$ cat config.mk
export PLATFORM = sky130hd
export DESIGN_NAME = uart_rx_edge_bit_sampler
export DESIGN_NICKNAME = d
export VERILOG_FILES = /design/src/rtl/uart_rx_edge_bit_sampler.sv
export SDC_FILE = /design/constraint.sdc
export NUM_CORES = 1
export LEC_CHECK = 0
export CAP_MARGIN = 10
export CORE_AREA = 5 5 42 44
export CTS_CLUSTER_DIAMETER = 150
export DETAILED_ROUTE_END_ITERATION = 10
export DIE_AREA = 0 0 47 49
export DONT_BUFFER_PORTS = 1
export GPL_TIMING_DRIVEN = 0
export PLACE_DENSITY_LB_ADDON = 0.12
export SYNTH_ARGS = -nofsm -noshare
export SYNTH_HDL_FRONTEND = slang
export SYNTH_SLANG_ARGS = --single-unit
$ cat constraint.sdc
create_clock -name CLK -period 3 [get_ports CLK]
set_clock_uncertainty 0.05 [all_clocks]
set_input_delay 0.75 -clock CLK [delete_from_list [all_inputs] [get_ports CLK]]
set_output_delay 0.75 -clock CLK [all_outputs]
set_load 0.03 [all_outputs]
$ cat src/rtl/uart_rx_edge_bit_sampler.sv
// UART RX timing/sampling stage: per-bit edge counter, per-frame bit counter, mid-bit sampler.
// Define UART_RX_MAJORITY_SAMP_EN for a 3-point majority vote; the default build takes a single mid-bit sample.
module uart_rx_edge_bit_sampler #(
    parameter int PRESCALE = 8,
    parameter int EDGE_W   = 3,
    parameter int BIT_W    = 4
) (
    input  logic              CLK,
    input  logic              RST,
    input  logic              S_DATA,
    input  logic              edge_bit_en,
    input  logic              dat_samp_en,
    output logic [EDGE_W-1:0] edge_count,
    output logic [BIT_W-1:0]  bit_count,
    output logic              sampled_bit,
    output logic              samp_valid
);

    localparam logic [EDGE_W-1:0] LP_LAST   = EDGE_W'(PRESCALE - 1);
    localparam logic [EDGE_W-1:0] LP_MID    = EDGE_W'(PRESCALE / 2);
    localparam logic [EDGE_W-1:0] LP_MID_M1 = EDGE_W'(PRESCALE / 2 - 1);
    localparam logic [EDGE_W-1:0] LP_MID_P1 = EDGE_W'(PRESCALE / 2 + 1);

    logic [EDGE_W-1:0] r_edge_count;
    logic [BIT_W-1:0]  r_bit_count;
    logic              r_sampled_bit;
    logic              r_samp_valid;
    logic              w_fire;
    logic              w_decision;

    // Dropping edge_bit_en aborts the frame; bit_count saturates so a stuck FSM cannot wrap it.
    always_ff @(posedge CLK or posedge RST) begin
        if (RST) begin
            r_edge_count <= '0;
            r_bit_count  <= '0;
        end else if (!edge_bit_en) begin
            r_edge_count <= '0;
            r_bit_count  <= '0;
        end else if (r_edge_count == LP_LAST) begin
            r_edge_count <= '0;
            if (r_bit_count != '1)
                r_bit_count <= r_bit_count + BIT_W'(1);
        end else begin
            r_edge_count <= r_edge_count + EDGE_W'(1);
        end
    end

`ifdef UART_RX_MAJORITY_SAMP_EN
    logic r_s0;
    logic r_s1;

    always_ff @(posedge CLK or posedge RST) begin
        if (RST) begin
            r_s0 <= 1'b1;
            r_s1 <= 1'b1;
        end else if (dat_samp_en) begin
            if (r_edge_count == LP_MID_M1)
                r_s0 <= S_DATA;
            if (r_edge_count == LP_MID)
                r_s1 <= S_DATA;
        end
    end

    always_comb begin
        w_fire     = dat_samp_en && (r_edge_count == LP_MID_P1);
        w_decision = (r_s0 & r_s1) | (r_s0 & S_DATA) | (r_s1 & S_DATA);
    end
`else
    always_comb begin
        w_fire     = dat_samp_en && (r_edge_count == LP_MID);
        w_decision = S_DATA;
    end

    logic [1:0] w_unused;
    assign w_unused = {LP_MID_M1[0], LP_MID_P1[0]};
`endif

    always_ff @(posedge CLK or posedge RST) begin
        if (RST) begin
            r_sampled_bit <= 1'b1;
            r_samp_valid  <= 1'b0;
        end else begin
            r_samp_valid <= w_fire;
            if (w_fire)
                r_sampled_bit <= w_decision;
        end
    end

    assign edge_count  = r_edge_count;
    assign bit_count   = r_bit_count;
    assign sampled_bit = r_sampled_bit;
    assign samp_valid  = r_samp_valid;

endmodule
==> impl_metrics.tcl <==
set metrics [dict create \
    yosys.cell_types.count 18 \
    drtAntennaViolNets 0 \
    yosysTopAreaCell "dfrtp_1" \
    finish.instance_area_sq_um 480 \
    rows 14 \
    dieArea_sq_um 2300 \
    grt-ovfl-total 0 \
    hold_buffers 0 \
    status "finished clean" \
    p_switching_mw 0.0709 \
    final_nets 49 \
    fill_cells 163 \
    drtIter0Drc 0 \
    setup_ws_ns 1.32 \
    grt_pass1_vias 302 \
    finalSetupViolCount 0 \
    synth_area_per_cell_sq_um 12.4 \
    cts_buffers 3 \
    leakage_nw 0.256 \
    postCtsSetupBuffers 0 \
    gp_congestion 0.683 \
    yosys_warnings 0 \
    cts.repair.resized 0 \
    clkSinkCount 9 \
    synth-seq-cells 9 \
    worstPathRequired_ns 2.20 \
    firstDrtPassIters 1 \
    syn_nets 44 \
    tightest_slew_ns 0.386 \
    synth_cells 35 \
    io_buffers 0 \
    antenna_found_initial 0 \
    grt_max_degree 10 \
    layout-drive-gt1-share_pct 17.9 \
    powerDensity_nw_per_um2 557 \
    vias 270 \
    r2r_slack_ns 1.36 \
    max-vdd-ir-drop_mv 0.230 \
    clk_pin_slew_worst_paths_ns 0.06 \
    p_clk_share_pct 33.5 \
    r2r_cells 5 \
    netlist_top_cells_area "dfrtp_1, ha_1, dfstp_2" \
    rsz0062_at_grt "false" \
    cap_violations 0 \
    cts_tree "built" \
    arrival_ns 0.88 \
    io_pins 14 \
    area.growth.synth_to_final_pct 10.7 \
    grt_pass1_wl_um 1240 \
    most-common-layout-cells "dfrtp_1, nand2_1, ha_1, inv_1, clkbuf_4" \
    cts_max_level 1 \
    placed_cell_area_sq_um 454 \
    min_period_ns 1.68 \
    mostFrequentLayoutCell "dfrtp_1" \
    place_ws_ns 1.36 \
    hold_class "input port to async pin" \
    diodes 0 \
    wl_per_cell_um 13.9 \
    crit_path_start_kind "flop" \
    switching_share_pct 26.5 \
    critPathKind "flop to primary output" \
    finalCritPeriodShare_pct 55.9 \
    yosysSeqAreaShare_pct 52.2 \
    track_usage_pct 8.09 \
    slew_headroom_pct 74.2 \
    die_w_um 47 \
    fmax_mhz 596 \
    r2r_end "bit_count[3]$_DFFE_PP0P_" \
    internal-power_mw 0.197 \
    drc 0 \
    post_drt_via_cell_ratio 4.91 \
    wl_um 766 \
    area.sequential_sq_um 226 \
    cts_buffer_depth 2 \
    multi_input_area_sq_um 196 \
    start_util_pct 31.0 \
    fin_setup_tns_ns 0 \
    pwr-share-seq_pct 59.6 \
    die_y_um 49 \
    core_area_sq_um 1400 \
    ctsRootBufferMaster "clkbuf_4" \
    hpwl_um 626 \
    clk_latency_ns 0.25 \
    synth_area_sq_um 434 \
    yosysTopAreaCellShare_pct 46.1 \
    end_kind "primary output" \
    hold_viol_final 0 \
    r2r-start "edge_count[0]$_DFF_PP0_" \
    crit_fanout 2 \
    p_comb_share_pct 6.9 \
    drv_slew 0 \
]
-- worst max path at each step --
stage,startpoint,end,slack (ns),cells after the start
final,sampled_bit$_DFFE_PP1P_,sampled_bit,1.32,0
after global routing,edge_count[0]$_DFF_PP0_,bit_count[3]$_DFFE_PP0P_,1.28,5
after CTS,sampled_bit$_DFFE_PP1P_,sampled_bit,1.31,0
after detailed placement,edge_count[0]$_DFF_PP0_,bit_count[3]$_DFFE_PP0P_,1.36,5
after global placement,edge_count[0]$_DFF_PP0_,bit_count[3]$_DFFE_PP0P_,1.40,5
after floorplan,edge_count[0]$_DFF_PP0_,bit_count[3]$_DFFE_PP0P_,1.48,4
-- power groups by stage --
stage | logic, mW | clock network [mW] | registers [mW]
floorplan | 0.0162 | 0 | 0.160
global placement | 0.0183 | 0 | 0.162
detailed placement | 0.0191 | 0 | 0.162
CTS | 0.0195 | 0.0956 | 0.160
global route | 0.0218 | 0.104 | 0.161
finish | 0.0186 | 0.0896 | 0.160
-- metrics by stage --
stage	cells	utilization (%)	hold WS (ns)	power, mW
2_1_floorplan	35	-	0.527	0.176
3_3_place_gp	51	32.4	0.566	0.180
3_5_place_dp	51	32.4	0.574	0.181
4_1_cts	55	34.3	0.291	0.275
5_1_grt	55	34.3	0.310	0.287
6_report	55	34.3	0.294	0.268
-- area by class of cell --
type                    count  share of cell area, %
clock buffers               4                   5.47
inverters                   3                   2.34
multi-input cells          23                   40.9
flip-flops and latches      9                   47.1
well taps                  16                   4.17
-- registers in the layout, summed over array words and instances (netlist names) --
register     count
edge_count       3
sampled_bit      1
samp_valid       1
bit_count        4
-- cells in the mapped netlist, drive strengths merged --
library cell  n
nand2         4
dfrtp         8
and3          1
a21oi         1
o211a         1
mux2          1
and2          2
nand2b        1
ha            4
and4          1
nand3         1
and4b         1
dfstp         1
inv           3
nor3b         2
mux2i         2
nand3b        1
-- routing by layer --
| metal | up-vias | wire length, um | GRT usage, % |
|---|---|---|---|
| met2 | 13 | 361 | 11.1 |
| met3 | 0 | 117 | 6.27 |
| li1 | 128 | - | - |
| met1 | 129 | 287 | 7.42 |
| met4 | 0 | 0 | 6.91 |
| met5 | - | 0 | 0 |
-- cells by family (layout without fill, tap and decap cells) --
logic type                 after synthesis  after routing  share of synthesized area, %
muxes                                    3              3                          8.07
DFF                                      9              9                          52.2
and+or+nand+nor                         14             14                          22.2
buffers and inverters                    3              7                          2.59
adders and majority gates                4              4                          11.5
AOI/OAI and AO/OA                        2              2                          3.46
Note: power is estimated with default switching activity, not from simulation.
==> RTL change 1: new RTL, same settings <==
The parameter `EDGE_W` goes from 3 to 6.
--- a/src/rtl/uart_rx_edge_bit_sampler.sv
+++ b/src/rtl/uart_rx_edge_bit_sampler.sv
@@ -3,5 +3,5 @@
 module uart_rx_edge_bit_sampler #(
     parameter int PRESCALE = 8,
-    parameter int EDGE_W   = 3,
+    parameter int EDGE_W   = 6,
     parameter int BIT_W    = 4
 ) (
Interface: changed (resized edge_count); port bits go from 14 to 17. The function was not compared with the original's and may differ.
==> RTL change 1 against the unedited design <==
  * Via count up 54%
  * First-iteration DRC count up 3
  * Setup slack got worse by 0.27 ns
  * Synthesized area grew 34%
  * Largest power group unchanged
  * Wire length is 44% higher
  * Power increased by 21%
  * Final area is 31% higher
  * Sequential power increased by 26%
  * Critical path type is now reg2reg
  * Highest routed layer is now met4
  * Sequential cell count rose by 3
  * Synthesized cell count grew 63%
==> RTL change 1: results (changes against the unedited design) <==
FIRST_GLOBAL_VIAS=394  # +30%
YS_TOP_CELLS_BY_COUNT='11 x dfrtp_1, 5 x nand2_1, 5 x nor2_1'
NETS=70  # +43%
CRITICAL_PATH.STARTPOINT='edge_count[3]'
WL_CELL_UM=14.34  # +2.9%
MUXSHAREOFSYNTHAREA_PCT=5.365  # -2.7 points
LARGEST_REGISTER_FFS=6  # +2
DRT-INITIAL-DRC-COUNT=3  # +3
SHARE_OF_THE_YOSYS_CHIP_AREA_BELONGING_TO_REGISTERS_PCT=51.72  # -0.44 points
SYNTH-ADDER-AREA-SHARE_PCT=6.438  # -5.1 points
POST_SYNTH_MAIN_AREA_CONTRIBUTORS='dfrtp_1 47%, ha_1 6.4%, dfstp_2 4.5%, mux2i_1 3.4%, nand3_1 3.4%'
TIMING_WORST_SLEW_PIN_VALUE_NS=0.4875  # +0.1011 ns
NETLIST-CELL-TYPE-COUNT=23  # +5
REG2REG_DEPTH=4  # -1
SYN2LAYOUT_AREA_GROWTH_PCT=7.940
CRIT_ARRIVAL_NS=2.05  # +1.17 ns
NETLIST_INSTANCES=57  # +63%
STATUS='finished, final reports clean'
AREA_SHARE_OF_XOR_XNOR_CELLS_IN_THE_SYNTHESIZED_DESIGN_PCT=4.506  # +4.5 points
LEAKAGE_nW=0.2937  # +15%
VIAS=416  # +54%
GRT_START_MAX_NET_PINS=13  # +3
PEAKVDDDROP_mV=0.2704  # +18%
SYNTH_NETS=65  # +48%
DETAILEDPLACE.WORSTSLACK_NS=1.080  # -0.2750 ns
POSTPLACECELLAREA_UM2=603.1  # +33%
SYNTH_COMPOUND_GATE_AREA_SHARE_PCT=7.296  # +3.8 points
DP.CELLS=73  # +43%
WORST_HOLD_SLACK_NS=0.3254  # +0.03162 ns
FINAL.FILL_COUNT=146  # -10%
CRITPATHMAXFANOUT=6  # +4
HPWL_UM=828.4  # +32%
GLOBALPLACE.CONGESTION=0.7271  # +6.4%
==> RTL change 1: critical path: stages, from the launching register on <==
cell and delay, ns:
dfrtp_1 0.55, or3_1 0.43, buf_2 0.16, or4_1 0.51, o211a_1 0.15
==> RTL change 1: logic make-up after synthesis <==
kind of cell / count (synthesis)
xor+xnor: 3
fa+ha+maj: 3
buf+inv: 5
simple gates: 25
compound gates: 6
flops: 12
mux: 3
==> RTL change 1: worst max path at each step <==
stage | to | slack (ns) | cells past startpoint
finish | bit_count[3] | 1.05 | 4
global route | bit_count[1] | 0.97 | 4
CTS | bit_count[3] | 1.06 | 4
detailed placement | bit_count[3] | 1.08 | 4
global placement | bit_count[3] | 1.07 | 4
floorplan | bit_count[3] | 1.17 | 4
==> RTL change 1: final cells by class <==
type | count | share of cell area [%]
inverters | 4 | 2.386
well taps | 16 | 3.181
clock buffers | 4 | 4.175
plain buffers | 1 | 0.7952
flip-flops and latches | 12 | 47.91
multi-input cells | 40 | 41.55
==> RTL change 1: routing by layer <==
metal  vias up  share of wire [%]  track usage, %  wire length [µm]
met2        11                 49           15.38               536
met1       197                 43           12.47               478
met4         0                1.1           5.530                12
li1        206                  -               -                 -
met5         -                  0               0                 0
met3         2                6.9           5.535                76
==> RTL change 1: report_power, final <==
part	total, mW	internal, mW	leakage [nW]	switching, mW
Sequential	0.202	0.175	0.162	0.0273
Combinational	0.0188	0.00892	0.117	0.00992
Clock	0.101	0.0513	0.0150	0.0501
Total	0.323	0.235	0.294	0.0874
==> RTL change 2: new RTL, config.mk and constraints unchanged <==
Without the edit above. Add an input register stage for `edge_bit_en`, with the module's reset; this delays it by one clock. The other inputs are not delayed to match.
--- a/src/rtl/uart_rx_edge_bit_sampler.sv
+++ b/src/rtl/uart_rx_edge_bit_sampler.sv
@@ -22,4 +22,14 @@
     localparam logic [EDGE_W-1:0] LP_MID_P1 = EDGE_W'(PRESCALE / 2 + 1);
 
+    logic edge_bit_en_q;
+
+    always_ff @(posedge CLK or posedge RST) begin
+        if (RST) begin
+            edge_bit_en_q <= '0;
+        end else begin
+            edge_bit_en_q <= edge_bit_en;
+        end
+    end
+
     logic [EDGE_W-1:0] r_edge_count;
     logic [BIT_W-1:0]  r_bit_count;
@@ -34,5 +44,5 @@
             r_edge_count <= '0;
             r_bit_count  <= '0;
-        end else if (!edge_bit_en) begin
+        end else if (!edge_bit_en_q) begin
             r_edge_count <= '0;
             r_bit_count  <= '0;
Function: changed (Yosys sat finds a counterexample within 4 cycles, from zero or initial values and one cycle with RST high).
==> RTL change 2 against the unedited design <==
  * Core utilization increased by 3.0 points
  * Sequential power rose by 9%
  * Global-route usage rose by 1.3 points
  * Power is 16% higher
  * Sequential cell count grew 1
  * Critical path depth stayed put
  * Final area increased by 8.9%
  * Wire length increased by 11%
  * Setup slack worse by 0.0074 ns
  * Synthesized area up 7.5%
  * Worst hold slack better by 0.0052 ns
  * Combinational power rose by 4%
  * Highest routed layer unchanged
==> RTL change 2: results (changes against the unedited design) <==
GLOBALPLACE.CONGESTION=0.6647  # -2.7%
GRT_START_MAX_NET_PINS=11  # +1
FINAL_CELLS=56  # +1.8%
NETLIST-CELL-TYPE-COUNT=18  # unchanged
FIRST_GLOBAL_VIAS=355  # +18%
PEAKVDDDROP_mV=0.2656  # +16%
FINAL.FILL_COUNT=141  # -13%
SYNTH_NETS=45  # +2.3%
MAX-SLEW-MARGIN-REL_PCT=71.80  # -2.4 points
GLOBAL_ROUTE_WIRE_LENGTH_BEFORE_REPAIR_UM=1490  # +20%
RR_ENDPOINT='bit_count[0]'
DRT-INITIAL-DRC-COUNT=1  # +1
SHARE_OF_THE_YOSYS_CHIP_AREA_BELONGING_TO_REGISTERS_PCT=53.89  # +1.7 points
SYNTH-ASYNC-RESET-RATIO_PCT=100.0  # unchanged
LAYOUT-DRIVE-GT1-SHARE_PCT=25.00  # +7.1 points
POST_SYNTH_MAIN_AREA_CONTRIBUTORS='dfrtp_1 48%, ha_1 11%, dfstp_2 5.6%, mux2i_1 4.3%, inv_1 3.2%'
POSTPLACECELLAREA_UM2=486.7  # +7.2%
NETS=50  # +2.0%
DRTPASS1ITERATIONS=2  # +1
NUM_ANTENNA_CELLS=0  # unchanged
LEAKAGE_nW=0.2633  # +2.8%
DP.CELLS=52  # +2.0%
GRT_ANTENNA_BEFORE_REPAIR=0  # unchanged
WL_CELL_UM=15.18  # +9.0%
STATUS='finished, final reports clean'
DETAILEDPLACE.WORSTSLACK_NS=1.386  # +0.03146 ns
CTS_RESIZED=0  # unchanged
CRIT_ARRIVAL_NS=0.88  # about the same
CLKLATENCYLATEPIN_NS=0.26
AVGSYNTHCELLAREA_UM2=12.96  # +4.5%
GRT_UTIL_ALL_LAYERS_PCT=9.362  # +1.3 points
YS_TOP_CELLS_BY_COUNT='9 x dfrtp_1, 4 x ha_1, 4 x inv_1'
VIAS=284  # +5.2%
WORSTREG2REGSTART='edge_count[1]'
RTL change 2: power by group:
part           total, mW  internal [mW]  switching, mW
registers          0.174          0.148         0.0256
clock network      0.118         0.0736         0.0446
logic             0.0193         0.0113        0.00791
RTL change 2: logic make-up after synthesis:
| family | synth area share [%] |
|---|---|
| AOI/OAI and AO/OA | 5.897 |
| adders and majority gates | 10.72 |
| buffers and inverters | 3.216 |
| DFF | 53.89 |
| muxes | 7.506 |
| and+or+nand+nor | 18.77 |
RTL change 2: cell type report:
class	count	area (µm²)	share of cell area, %
multi-input cells	22	200.2	38.28
well taps	16	20.02	3.828
clock buffers	4	36.28	6.938
flip-flops and latches	10	251.5	48.09
inverters	4	15.01	2.871
RTL change 2: metrics by stage:
stage | util [%] | hold slack [ns] | power [mW]
finish | 37.32 | 0.2989 | 0.3114
global route | 37.32 | 0.3200 | 0.3324
CTS | 37.32 | 0.2996 | 0.3191
detailed placement | 34.73 | 0.5905 | 0.1970
global placement | 34.73 | 0.5778 | 0.1958
floorplan | - | 0.5248 | 0.1915
RTL change 2: layer usage:
metal	up-vias	wire length (µm)	track usage [%]
li1	132	-	-
met1	139	306	8.989
met2	13	420	14.25
met3	0	122	5.166
met4	0	0	6.912
met5	-	0	0
RTL change 2: worst max-delay path by stage:
stage	startpoint	end	slack [ns]	cells after the start
after floorplan	edge_count[0]	bit_count[3]	1.52	4
after global placement	edge_count[1]	bit_count[1]	1.43	5
after detailed placement	edge_count[1]	bit_count[0]	1.39	5
after CTS	sampled_bit	sampled_bit	1.30	0
after global routing	edge_count[1]	bit_count[0]	1.25	5
final	sampled_bit	sampled_bit	1.32	0
